--- src/rtl/interrupt_controller_if.sv ---
// -----------------------------------------------------------------------------
// interrupt_controller_if
//
// Purpose: bundles the RAT MCU port bus and the interrupt handshake that run
//          between the control unit (master) and the interrupt controller
//          (slave).
//
// Signals:
//   PORT_ID   master->slave  8-bit port address
//   OUT_PORT  master->slave  8-bit write data
//   IO_STRB   master->slave  one-cycle write strobe for an OUT instruction
//   INT_ACK   master->slave  one-cycle pulse when the CU enters its interrupt state
//   IN_DATA   slave->master  8-bit combinational read data, 0 when unmapped
//   INTERUPT  slave->master  registered interrupt request
//
// Handshake: INTERUPT is a level request; the control unit answers with a
// single-cycle INT_ACK, which consumes exactly one pending source. The CU must
// not resample INTERUPT until it has returned from the ISR.
// -----------------------------------------------------------------------------
interface interrupt_controller_if;
   logic [7:0] PORT_ID;
   logic [7:0] OUT_PORT;
   logic       IO_STRB;
   logic       INT_ACK;
   logic [7:0] IN_DATA;
   logic       INTERUPT;

   modport master (
      output PORT_ID,
      output OUT_PORT,
      output IO_STRB,
      output INT_ACK,
      input  IN_DATA,
      input  INTERUPT
   );

   modport slave (
      input  PORT_ID,
      input  OUT_PORT,
      input  IO_STRB,
      input  INT_ACK,
      output IN_DATA,
      output INTERUPT
   );
endinterface

--- src/rtl/interrupt_controller.sv ---
// -----------------------------------------------------------------------------
// interrupt_controller
//
// Purpose: multi-source interrupt controller for the RAT MCU. Each IRQ line is
//          synchronised, rising-edge detected and latched as a pending bit.
//          Pending bits gated by a software mask form one registered request.
//          On acknowledge the lowest-numbered masked pending source is
//          recorded in active_id and cleared.
//
// Ports:
//   CLK     in   system clock, rising edge
//   RESET   in   asynchronous active-high reset
//   IRQ_IN  in   NUM_SRC asynchronous request lines, rising-edge sensitive
//   bus     slave modport of interrupt_controller_if (port bus + INT_ACK /
//           INTERUPT handshake)
//
// Register map (port IDs):
//   MASK_ADDR  read/write      mask
//   PEND_ADDR  read, W1C       pending
//   ID_ADDR    read only       active_id (8'hFF = spurious / none)
// -----------------------------------------------------------------------------
module interrupt_controller #(
   parameter int         NUM_SRC     = 8,
   parameter int         SYNC_STAGES = 2,
   parameter logic [7:0] MASK_ADDR   = 8'h30,
   parameter logic [7:0] PEND_ADDR   = 8'h31,
   parameter logic [7:0] ID_ADDR     = 8'h32
) (
   input  logic                  CLK,
   input  logic                  RESET,
   input  logic [NUM_SRC-1:0]    IRQ_IN,
   interrupt_controller_if.slave bus
);

   // Synchroniser chain plus previous-value register. Reset to all ones so a
   // line already high when reset releases does not look like a new edge.
   logic [NUM_SRC-1:0] sync_q [SYNC_STAGES];
   logic [NUM_SRC-1:0] prev_q;

   logic [NUM_SRC-1:0] mask_q;
   logic [NUM_SRC-1:0] pending_q;
   logic [7:0]         active_id_q;
   logic               interupt_q;

   logic [NUM_SRC-1:0] irq_edge;
   logic [NUM_SRC-1:0] req;
   logic [NUM_SRC-1:0] ack_clr;
   logic [NUM_SRC-1:0] w1c_clr;
   logic [NUM_SRC-1:0] pending_next;
   logic [2:0]         sel;
   logic               sel_found;
   logic               mask_wr;
   logic               pend_wr;
   logic [7:0]         mask_rd;
   logic [7:0]         pend_rd;

   always_ff @(posedge CLK or posedge RESET) begin
      if (RESET) begin
         for (int s = 0; s < SYNC_STAGES; s++) begin
            sync_q[s] <= '1;
         end
         prev_q <= '1;
      end else begin
         sync_q[0] <= IRQ_IN;
         for (int s = 1; s < SYNC_STAGES; s++) begin
            sync_q[s] <= sync_q[s-1];
         end
         prev_q <= sync_q[SYNC_STAGES-1];
      end
   end

   assign irq_edge = sync_q[SYNC_STAGES-1] & ~prev_q;
   assign req      = pending_q & mask_q;
   assign mask_wr  = bus.IO_STRB && (bus.PORT_ID == MASK_ADDR);
   assign pend_wr  = bus.IO_STRB && (bus.PORT_ID == PEND_ADDR);

   // Fixed priority: scanning downward leaves the lowest requesting index.
   always_comb begin
      sel       = 3'd0;
      sel_found = 1'b0;
      for (int i = NUM_SRC - 1; i >= 0; i--) begin
         if (req[i]) begin
            sel       = 3'(i);
            sel_found = 1'b1;
         end
      end
   end

   always_comb begin
      ack_clr = '0;
      for (int i = 0; i < NUM_SRC; i++) begin
         ack_clr[i] = bus.INT_ACK && sel_found && (sel == 3'(i));
      end
   end

   assign w1c_clr = pend_wr ? bus.OUT_PORT[NUM_SRC-1:0] : '0;

   // A fresh edge always wins over any clear in the same cycle.
   assign pending_next = (pending_q & ~ack_clr & ~w1c_clr) | irq_edge;

   always_ff @(posedge CLK or posedge RESET) begin
      if (RESET) begin
         mask_q      <= '0;
         pending_q   <= '0;
         active_id_q <= 8'hFF;
         interupt_q  <= 1'b0;
      end else begin
         pending_q  <= pending_next;
         interupt_q <= |req;
         if (mask_wr) begin
            mask_q <= bus.OUT_PORT[NUM_SRC-1:0];
         end
         if (bus.INT_ACK) begin
            active_id_q <= sel_found ? {5'b0, sel} : 8'hFF;
         end
      end
   end

   // Zero-extend to the 8-bit bus; unimplemented upper bits read as 0.
   always_comb begin
      mask_rd                = '0;
      mask_rd[NUM_SRC-1:0]   = mask_q;
      pend_rd                = '0;
      pend_rd[NUM_SRC-1:0]   = pending_q;
   end

   // Unmapped ports return 0 so this output can be OR-merged with other
   // peripherals on the IN bus.
   always_comb begin
      bus.IN_DATA = 8'h00;
      if (bus.PORT_ID == MASK_ADDR) begin
         bus.IN_DATA = mask_rd;
      end else if (bus.PORT_ID == PEND_ADDR) begin
         bus.IN_DATA = pend_rd;
      end else if (bus.PORT_ID == ID_ADDR) begin
         bus.IN_DATA = active_id_q;
      end
   end

   assign bus.INTERUPT = interupt_q;

endmodule

--- src/flat_wrapper.sv ---
// flat-port wrapper written by rule: the top's interface ports become plain ports
module interrupt_controller_flat 
#(
   parameter int         NUM_SRC     = 8,
   parameter int         SYNC_STAGES = 2,
   parameter logic [7:0] MASK_ADDR   = 8'h30,
   parameter logic [7:0] PEND_ADDR   = 8'h31,
   parameter logic [7:0] ID_ADDR     = 8'h32
)
  (CLK, RESET, IRQ_IN, bus_PORT_ID, bus_OUT_PORT, bus_IO_STRB, bus_INT_ACK, bus_IN_DATA, bus_INTERUPT);
  interrupt_controller_if bus_i ();
  input  logic CLK;
  input  logic RESET;
  input  logic [NUM_SRC-1:0] IRQ_IN;
  input wire logic [$bits(bus_i.PORT_ID)-1:0] bus_PORT_ID;
  input wire logic [$bits(bus_i.OUT_PORT)-1:0] bus_OUT_PORT;
  input wire logic [$bits(bus_i.IO_STRB)-1:0] bus_IO_STRB;
  input wire logic [$bits(bus_i.INT_ACK)-1:0] bus_INT_ACK;
  output wire logic [$bits(bus_i.IN_DATA)-1:0] bus_IN_DATA;
  output wire logic [$bits(bus_i.INTERUPT)-1:0] bus_INTERUPT;
  assign bus_i.PORT_ID = bus_PORT_ID;
  assign bus_i.OUT_PORT = bus_OUT_PORT;
  assign bus_i.IO_STRB = bus_IO_STRB;
  assign bus_i.INT_ACK = bus_INT_ACK;
  assign bus_IN_DATA = bus_i.IN_DATA;
  assign bus_INTERUPT = bus_i.INTERUPT;
  interrupt_controller #(.NUM_SRC(NUM_SRC), .SYNC_STAGES(SYNC_STAGES), .MASK_ADDR(MASK_ADDR), .PEND_ADDR(PEND_ADDR), .ID_ADDR(ID_ADDR)) u_core (.CLK(CLK), .RESET(RESET), .IRQ_IN(IRQ_IN), .bus(bus_i));
endmodule
--- config.mk ---
export PLATFORM = sky130hd
export DESIGN_NAME = interrupt_controller_flat
export DESIGN_NICKNAME = d
export VERILOG_FILES = /design/src/rtl/interrupt_controller_if.sv /design/src/rtl/interrupt_controller.sv /design/src/flat_wrapper.sv
export SDC_FILE = /design/constraint.sdc
export NUM_CORES = 1
export LEC_CHECK = 0
export CORE_MARGIN = 2
export CORE_UTILIZATION = 42
export DETAILED_ROUTE_END_ITERATION = 8
export GPL_ROUTABILITY_DRIVEN = 0
export PLACE_DENSITY = 0.67
export SYNTH_ARGS = -nofsm -noshare
export SYNTH_HDL_FRONTEND = slang
export SYNTH_SLANG_ARGS = --single-unit
--- constraint.sdc ---
create_clock -name CLK -period 1.65 [get_ports CLK]
set_input_delay 0.33 -clock CLK [delete_from_list [all_inputs] [get_ports CLK]]
set_output_delay 0.33 -clock CLK [all_outputs]
set_load 0.05 [all_outputs]
-- Yosys cells after proc, flatten, opt, wreduce, memory -nomap -nowiden
Cells that the tools add are included.
- register bits: 49
- bits in latches: 0
- RAM bits: 0
- memory bits (read-only): 0
- input port bits: 28
- output and inout port bits: 9
- memories: 0
- add/subtract/negate cells: 0
- $mul: 0
- div/mod/pow operators: 0
- magnitude comparators: 0
- equal/unequal tests: 10
- shift-type cells: 0
- multiplexer cells: 21
- bitwise gates (word level): 8
- reduce and logical (&&, ||, !) cells: 13
- operators by type and width (kind ; number):
    8-bit 2-to-1 mux ; 5
    8-bit AND ; 4
    8-bit by 6-bit == test with 1-bit output, second input constant ; 3
    3-bit 2-to-1 mux ; 8
    8-bit inverter ; 3
    3-bit == test, second input constant ; 4
    1-bit logical AND ; 11
    1-bit 2-to-1 mux ; 8
    8-bit OR ; 1
    8-bit OR reduction ; 1
    3-bit by 2-bit == test with 1-bit output, second input constant ; 2
    3-bit by 1-bit == test with 1-bit output, second input constant ; 1
    3-bit zero test ; 1

-- Logic depth before layout (Yosys ltp)
Gate-level depths: netlist of the first run.
- depth after elaboration: 15
- gate-level depth with buffers: 6

-- Worst setup path after synthesis of the first run
OpenSTA, ideal clock, no wires.
- kind: input to output
- start point: input bus_PORT_ID[1]
- end point: output bus_IN_DATA[0]
- arrival time: 1557 ps
- required time: 1320 ps
- path slack: -237 ps
- stages on the path: 5
- path buffers: 2
- path through: buf_2 > nor2b_1 > buf_2 > a21oi_1 > nor2_1
- word-level cells in the longest chain between the ends: 4
- elaborated cells on any way between the ends: 6
- those cells by class: eq/ne (3); mux (3)
- ends and longest elaborated chain (item ; line ; text):
    start, declared ; flat_wrapper.sv:15 ; input wire logic [$bits(bus_i.PORT_ID)-1:0] bus_PORT_ID;
    8-bit by 6-bit == test with 1-bit output ; interrupt_controller.sv:135 ; end else if (bus.PORT_ID == ID_ADDR) begin
    8-bit 2-to-1 mux ; interrupt_controller.sv:135 ;
    8-bit 2-to-1 mux ; interrupt_controller.sv:133 ; end else if (bus.PORT_ID == PEND_ADDR) begin
    8-bit 2-to-1 mux (*) ; interrupt_controller.sv:131 ; if (bus.PORT_ID == MASK_ADDR) begin
    end, declared ; flat_wrapper.sv:19 ; output wire logic [$bits(bus_i.IN_DATA)-1:0] bus_IN_DATA;
Every way passes the cells marked *; elsewhere a longest branch is shown, timed or not.

==> metrics.yaml, run 1 <==
run_status:
  status: "finished, violations left"
  failed_checks: "negative setup slack"
timing:
  relSlewSlack_pct: 77.3
  timing.fmax_mhz: 558
  tightest_slew_ps: 340
  whs_ps: 358
  finalHoldViolations: 0
  skew_ps: 5.44
  setup_viol: 8
  grt_setup_unrepaired: "true"
  period_share_pct: 109
  layout_setup_ws_ps: -142
  fin_crit_ps: 1790
  slew_violations: 0
route:
  post_drt_wl_per_cell_um: 15.5
  drt_wl_total_mm: 4.21
  drtPass1Iterations: 4
  antenna_left: 0
  first_iter_violations: 95
  vias: 1464
  routed_via_density: 5.38
  route.detailed.drc: 0
yosys:
  synth_enable_flop_cells: 0
  syn_nets: 191
  synth.avg_cell_area_um2: 11.8
  yosys_warnings: 0
  yosysMostFrequentCell: "dfstp_2"
  netlist.area_leader.share_pct: 38.4
  yosysSeqAreaShare_pct: 60.5
  synthCells: 163
  synth.ff_latch_count: 45
  yosys.area.top_type: "dfstp_2"
  yosys.cell_types.count: 30
  syn-cell-area_mm2: 0.00192
  yosys-top-cells-area: "dfstp_2 (38%), dfrtp_1 (22%), mux2_2 (5.3%)"
  ys_top_cells_by_count: "dfstp_2 (28), nor2_1 (21), dfrtp_1 (17)"
  synth_flop_cell: "dfstp_2"
  async_flop_share_pct: 100
min_path:
  hp-class: "flip-flop to flip-flop"
  holdPathEnd: "u_core.sync_q[2]"
  hold_depth: 0
  min_from: "u_core.sync_q[10]"
global_routing:
  use_met1_pct: 23.8
  overflow: 0
  antenna_found_initial: 0
  grt_busiest_layer: "met2"
  grt_pass1_wl_mm: 7.27
  grt_max_degree: 46
  first_global_vias: 1532
  use_met2_pct: 30.2
  grt.total_usage_pct: 18.4
  grtUsageMet3_pct: 4.08
power:
  internal_power_w: 0.00173
  power_frac_clock_pct: 27.3
  power_switching_w: 0.000625
  finalPower_w: 0.00235
  pwr-share-comb_pct: 17.2
  p_sw_share_pct: 26.5
  ir_drop_uv: 615
  powerDensity_mw_per_mm2: 855
  cellLeakagePower_nw: 1.13
  power_frac_seq_pct: 55.5
cells_and_area:
  n_antenna_cell: 0
  fillers: 335
  drive_gt1_share_pct: 42.7
  synthToLayoutAreaGrowth_pct: 43.6
  final_nets: 247
place:
  post-place-ws_ps: -363
  dp_hpwl_mm: 3.06
  port-buffer-count: 36
setup_path:
  r2r_cells: 5
  cp.required_ps: 1320
  cp-end-kind: "output port"
  crit_fanout: 6
  crit_arrival_ps: 1460
  reg2reg_to: "u_core.pend_rd[6]"
  r2r_slack_ps: 130
  r2r-start: "u_core.pend_rd[3]"
  crit_type: "flip-flop to output port"
  crit_path_start_kind: "flip-flop"
clock_network:
  clk_pin_slew_worst_paths_ps: 80
  root_buffer: "clkbuf_8"
  hold_buffers: 0
  clk_path_buf_depth: 2
  htree_levels: 2
  cts_tree: "done"
  clkLatencyLatePin_ps: 300
  cts_sinks: 45
  cts_buffers: 5
floorplan:
  rows: 24
  core-area_mm2: 0.00438
  dieArea_mm2: 0.00512
  ioPinCount: 37
  die_h_um: 71.6
  initial_utilization_pct: 43.8
  dieWidth_um: 71.6
job:
  cap_violations: 0
repair_timing:
action / CTS / global route
pin swaps: 11 / 16
gates cloned: 1 / 0
endpoints found under the setup margin: 12 / 8
resized for setup: 33 / 0
buffers inserted: 2 / 0
endpoints found under the hold margin: 0 / 0
cell type report:
| class | count | area [µm²] | area share, % |
|---|---|---|---|
| Clock buffer | 7 | 76.3 | 2.77 |
| Clock inverter | 1 | 7.51 | 0.273 |
| Inverter | 7 | 26.3 | 0.954 |
| Multi-Input combinational cell | 107 | 813 | 29.5 |
| Sequential cell | 45 | 1160 | 42.2 |
| Tap cell | 52 | 65.1 | 2.36 |
| Timing Repair Buffer | 53 | 604 | 21.9 |
per-stage QoR:
stage / std cells / util [%] / area [µm²] / setup TNS [ps]
floorplan: 163 / - / 1940 / -594
CTS: 272 / 62.8 / 2750 / -709
finish: 272 / 62.8 / 2750 / -711
detailed placement: 261 / 58.5 / 2560 / -6440
global route: 272 / 62.8 / 2750 / -1280
global placement: 261 / 58.5 / 2560 / -5720
worst max-delay path, cell delays in order, from the launching register on:
cell,delay [ps]
dfstp_2,590
mux2i_1,100
nor2_1,150
a21oi_2,60
nor2_4,110
buf_12,140
cells in the final DEF, fill, tap and decap left out, types with 9 or more instances in the layout:
cell,n
dfrtp_1,17
mux2i_1,9
clkdlybuf4s50_1,20
mux2_2,9
buf_4,13
buf_12,11
nand2_1,14
nor2_1,12
dfstp_2,28
worst max-delay path by stage:
stage	startpoint	to	slack [ps]	cells after the start
2_1_floorplan	bus_PORT_ID[2]	bus_IN_DATA[0]	-70	3
3_3_place_gp	bus_PORT_ID[2]	u_core.pend_rd[2]	-320	6
3_5_place_dp	bus_PORT_ID[2]	u_core.pend_rd[0]	-360	6
4_1_cts	u_core.active_id_q[6]	bus_IN_DATA[3]	-120	5
5_1_grt	u_core.active_id_q[6]	bus_IN_DATA[3]	-240	5
6_report	u_core.active_id_q[6]	bus_IN_DATA[3]	-140	5
cells by family (layout without fill, tap and decap cells):
| group | after synthesis | after routing | share of synthesized area, % |
|---|---|---|---|
| compound gates | 30 | 30 | 11.7 |
| simple gates | 59 | 59 | 15.3 |
| flops | 45 | 45 | 60.5 |
| mux | 18 | 18 | 9.98 |
| buf+inv | 11 | 68 | 2.41 |
registers in the layout, summed over array words and instances, names as in the netlist:
register	flops
u_core.active_id_q	4
u_core.bus.INTERUPT	1
u_core.mask_q	8
u_core.pend_rd	8
u_core.prev_q	8
u_core.sync_q	16
power by group through the flow:
stage	registers [W]	logic, W	clock network (W)
CTS	0.00130	0.000403	0.000671
detailed placement	0.00132	0.000373	0
finish	0.00131	0.000404	0.000643
global placement	0.00131	0.000364	0
floorplan	0.00132	0.000201	0
global route	0.00132	0.000441	0.000733
metal layers:
metal | wire (µm) | vias up
met5 | 0 | -
met4 | 64 | 0
met3 | 244 | 5
met2 | 2090 | 43
met1 | 1800 | 730
li1 | - | 686
Note: power is estimated with default switching activity, not from simulation.
==> inputs of run 2 (changes only) <==
--- a/config.mk
+++ b/config.mk
@@ -5,7 +5,8 @@
 export SDC_FILE = /design/constraint.sdc
 export NUM_CORES = 1
 export LEC_CHECK = 0
-export CORE_MARGIN = 2
+export ABC_AREA = 1
+export CORE_MARGIN = 1
 export CORE_UTILIZATION = 42
 export DETAILED_ROUTE_END_ITERATION = 8
 export GPL_ROUTABILITY_DRIVEN = 0
==> run 2 against run 1 <==
Against the previous run:
- the flow still finishes with violations (negative setup slack)
- final area about the same
- highest routed layer unchanged
- clock power up 7.9%
- flip-flop and latch count unchanged
==> metrics.yaml, run 2 <==
cells_and_area:
  final_common_cell: "nand2_1"
  mostFrequentLayoutCells: "nand2_1 (62), dfstp_2 (28), inv_1 (22)"
  synthToLayoutAreaGrowth_pct: 47.8
  finalNonFillerCells: 314  # +15%
  fillers: 331  # -1.2%
  final_nets: 291  # +18%
  drive_gt1_share_pct: 36.7  # -6.0 points
  final_design_area_no_fill_mm2: 0.00276  # about the same
  n_antenna_cell: 0  # unchanged
  multi_input_area_um2: 711  # -13%
  regMostFlops: "u_core.sync_q"
  register_area_mm2: 0.00116  # unchanged
  largest_reg_flops: 16  # unchanged
timing:
  fin_crit_ps: 1900  # +112 ps
  grt_setup_unrepaired: "true"
  layout_setup_ws_ps: -254  # -112 ps
  setup_viol: 8  # unchanged
  tightest_slew_ps: 361  # +20.5 ps
  slew_violations: 0  # unchanged
  finalHoldViolations: 0  # unchanged
  skew_ps: 9.14  # +3.70 ps
  relSlewSlack_pct: 76.0  # -1.4 points
  period_share_pct: 115  # +6.8 points
  timing.fmax_mhz: 525  # -5.9%
place:
  port-buffer-count: 36  # unchanged
  place_area_mm2: 0.00255  # -0.63%
  placed_cells: 299  # +15%
  dp_hpwl_mm: 2.76  # -9.9%
  post-place-ws_ps: -572  # -209 ps
route:
  route.detailed.drc: 0  # unchanged
  antenna_left: 0  # unchanged
  routed_via_density: 4.92  # -8.6%
  post_drt_wl_per_cell_um: 13.1  # -15%
  first_iter_violations: 197  # +110%
  vias: 1544  # +5.5%
  drt_wl_total_mm: 4.11  # -2.4%
  drtPass1Iterations: 4  # unchanged
clock_network:
  clk_path_buf_depth: 2  # unchanged
  cts_buffers: 5  # unchanged
  root_buffer: "clkbuf_8"
  cts_sinks: 45  # unchanged
  clkLatencyLatePin_ps: 300  # about the same
  htree_levels: 2  # unchanged
  cts_tree: "done"
  clk_pin_slew_worst_paths_ps: 90  # about the same
global_routing:
  first_global_vias: 1452  # -5.2%
  grt.total_usage_pct: 19.5  # +1.1 points
  antenna_found_initial: 0  # unchanged
  grt_max_degree: 46  # unchanged
  grt_pass1_wl_mm: 6.47  # -11%
  overflow: 0  # unchanged
min_path:
  hp-class: "flip-flop to flip-flop"
  hold_depth: 0  # unchanged
  min_from: "u_core.sync_q[1]"
  holdPathEnd: "u_core.prev_q[1]"
yosys:
  async_flop_share_pct: 100  # unchanged
  yosysMostFrequentCell: "nand2_1"
  syn-cell-area_mm2: 0.00186  # -2.8%
  yosys.cell_types.count: 19  # -37%
  syn_nets: 227  # +19%
  ys_top_cells_by_count: "nand2_1 (71), dfstp_2 (28), inv_1 (24)"
  synthCells: 199  # +22%
  synth.ff_latch_count: 45  # unchanged
  yosys-top-cells-area: "dfstp_2 (39%), dfrtp_1 (23%), nand2_1 (14%)"
  yosys_warnings: 0  # unchanged
  yosys.area.top_type: "dfstp_2"
  synth_flop_cell: "dfstp_2"
  synth.avg_cell_area_um2: 9.37  # -20%
  synth_enable_flop_cells: 0  # unchanged
  netlist.area_leader.share_pct: 39.5  # +1.1 points
  yosysSeqAreaShare_pct: 62.3  # +1.7 points
power:
  cellLeakagePower_nw: 1.40  # +24%
  ir_drop_uv: 447  # -27%
  finalPower_w: 0.00231  # -1.9%
  powerDensity_mw_per_mm2: 839  # -1.9%
setup_path:
  r2r_cells: 7  # +2
  crit_type: "input pin to output port"
  cp-end-kind: "output port"
  reg2reg_to: "u_core.pend_rd[5]"
  cp.required_ps: 1320  # about the same
  r2r-start: "u_core.mask_q[0]"
  crit_path_start_kind: "input pin"
  r2r_slack_ps: 160  # +30 ps
  crit_arrival_ps: 1570  # +110 ps
  crit_fanout: 6  # unchanged
floorplan:
  initial_utilization_pct: 45.0  # +1.2 points
  dieWidth_um: 68.6  # -4.1%
  dieArea_mm2: 0.00471  # -8.1%
  die_h_um: 68.6  # -4.1%
  ioPinCount: 37  # unchanged
  rows: 23  # -4.2%
  core-area_mm2: 0.00414  # -5.5%
job:
  cap_violations: 0  # unchanged
run_status:
  status: "finished, violations left"
  failed_checks: "negative setup slack"
[run 2: how the worst max path moves through the flow]
stage	startpoint	end	cells past startpoint
after global routing	bus_PORT_ID[4]	bus_IN_DATA[7]	7
after detailed placement	bus_PORT_ID[3]	bus_IN_DATA[6]	7
after global placement	bus_PORT_ID[3]	bus_IN_DATA[6]	7
final	bus_PORT_ID[3]	bus_IN_DATA[7]	7
after floorplan	bus_PORT_ID[3]	bus_IN_DATA[3]	4
after CTS	bus_PORT_ID[2]	bus_IN_DATA[7]	7
[run 2: metrics by stage]
| stage | setup TNS [ps] | utilization [%] | hold slack (ps) |
|---|---|---|---|
| after global routing | -2000 | 66.5 | 362 |
| after global placement | -9350 | 61.5 | 346 |
| after floorplan | -1500 | - | 334 |
| after detailed placement | -9680 | 61.5 | 347 |
| final | -1650 | 66.5 | 356 |
| after CTS | -1740 | 65.8 | 359 |
[run 2: timing repair]
action	CTS	global route
setup endpoints to repair	20	12
pin swaps	6	7
setup buffers	3	4
cloned	1	0
gates resized for setup	33	11
hold buffers	0	0
[run 2: metal layers]
metal / global-route usage, % / wire length, µm / vias to the layer above
met5: 0 / 0 / -
met4: 7.55 / 82 / 0
met3: 5.26 / 277 / 9
met2: 32.1 / 1960 / 61
met1: 24.3 / 1790 / 718
li1: - / - / 756
[run 2: area by class of cell]
class / instances / share of cell area [%]
tap: 50 / 2.27
timing repair buffer: 59 / 23.0
inverter: 24 / 3.36
clock inverter: 1 / 0.272
multi-input combinational: 128 / 25.8
sequential: 45 / 42.1
clock buffer: 7 / 3.13
[run 2: power breakdown]
part | internal (W) | switching [W]
sequential | 0.00123 | 0.0000469
combinational | 0.000145 | 0.000196
clock | 0.000340 | 0.000354
[run 2: kinds of logic after synthesis]
kind of cell / Yosys count / synth area share (%)
AND/OR/NAND/NOR: 108 / 25.4
buffers and inverters: 26 / 6.04
flip-flops: 45 / 62.3
AO/OA/AOI/OAI: 20 / 6.31
[run 2: critical path: stages]
cell and delay [ps]:
buf_6 90, or2_4 260, nor4_4 310, buf_6 180
nand2_2 50, o211ai_1 140, clkbuf_16 220
==> inputs of run 3 (changes only) <==
--- a/config.mk
+++ b/config.mk
@@ -8,6 +8,7 @@
 export ABC_AREA = 1
 export CORE_MARGIN = 1
 export CORE_UTILIZATION = 42
+export CTS_CLUSTER_DIAMETER = 40
 export DETAILED_ROUTE_END_ITERATION = 8
 export GPL_ROUTABILITY_DRIVEN = 0
 export PLACE_DENSITY = 0.67
==> results of run 3 <==
Same layout as run 2: the final DEF is identical, and so are final timing and power.
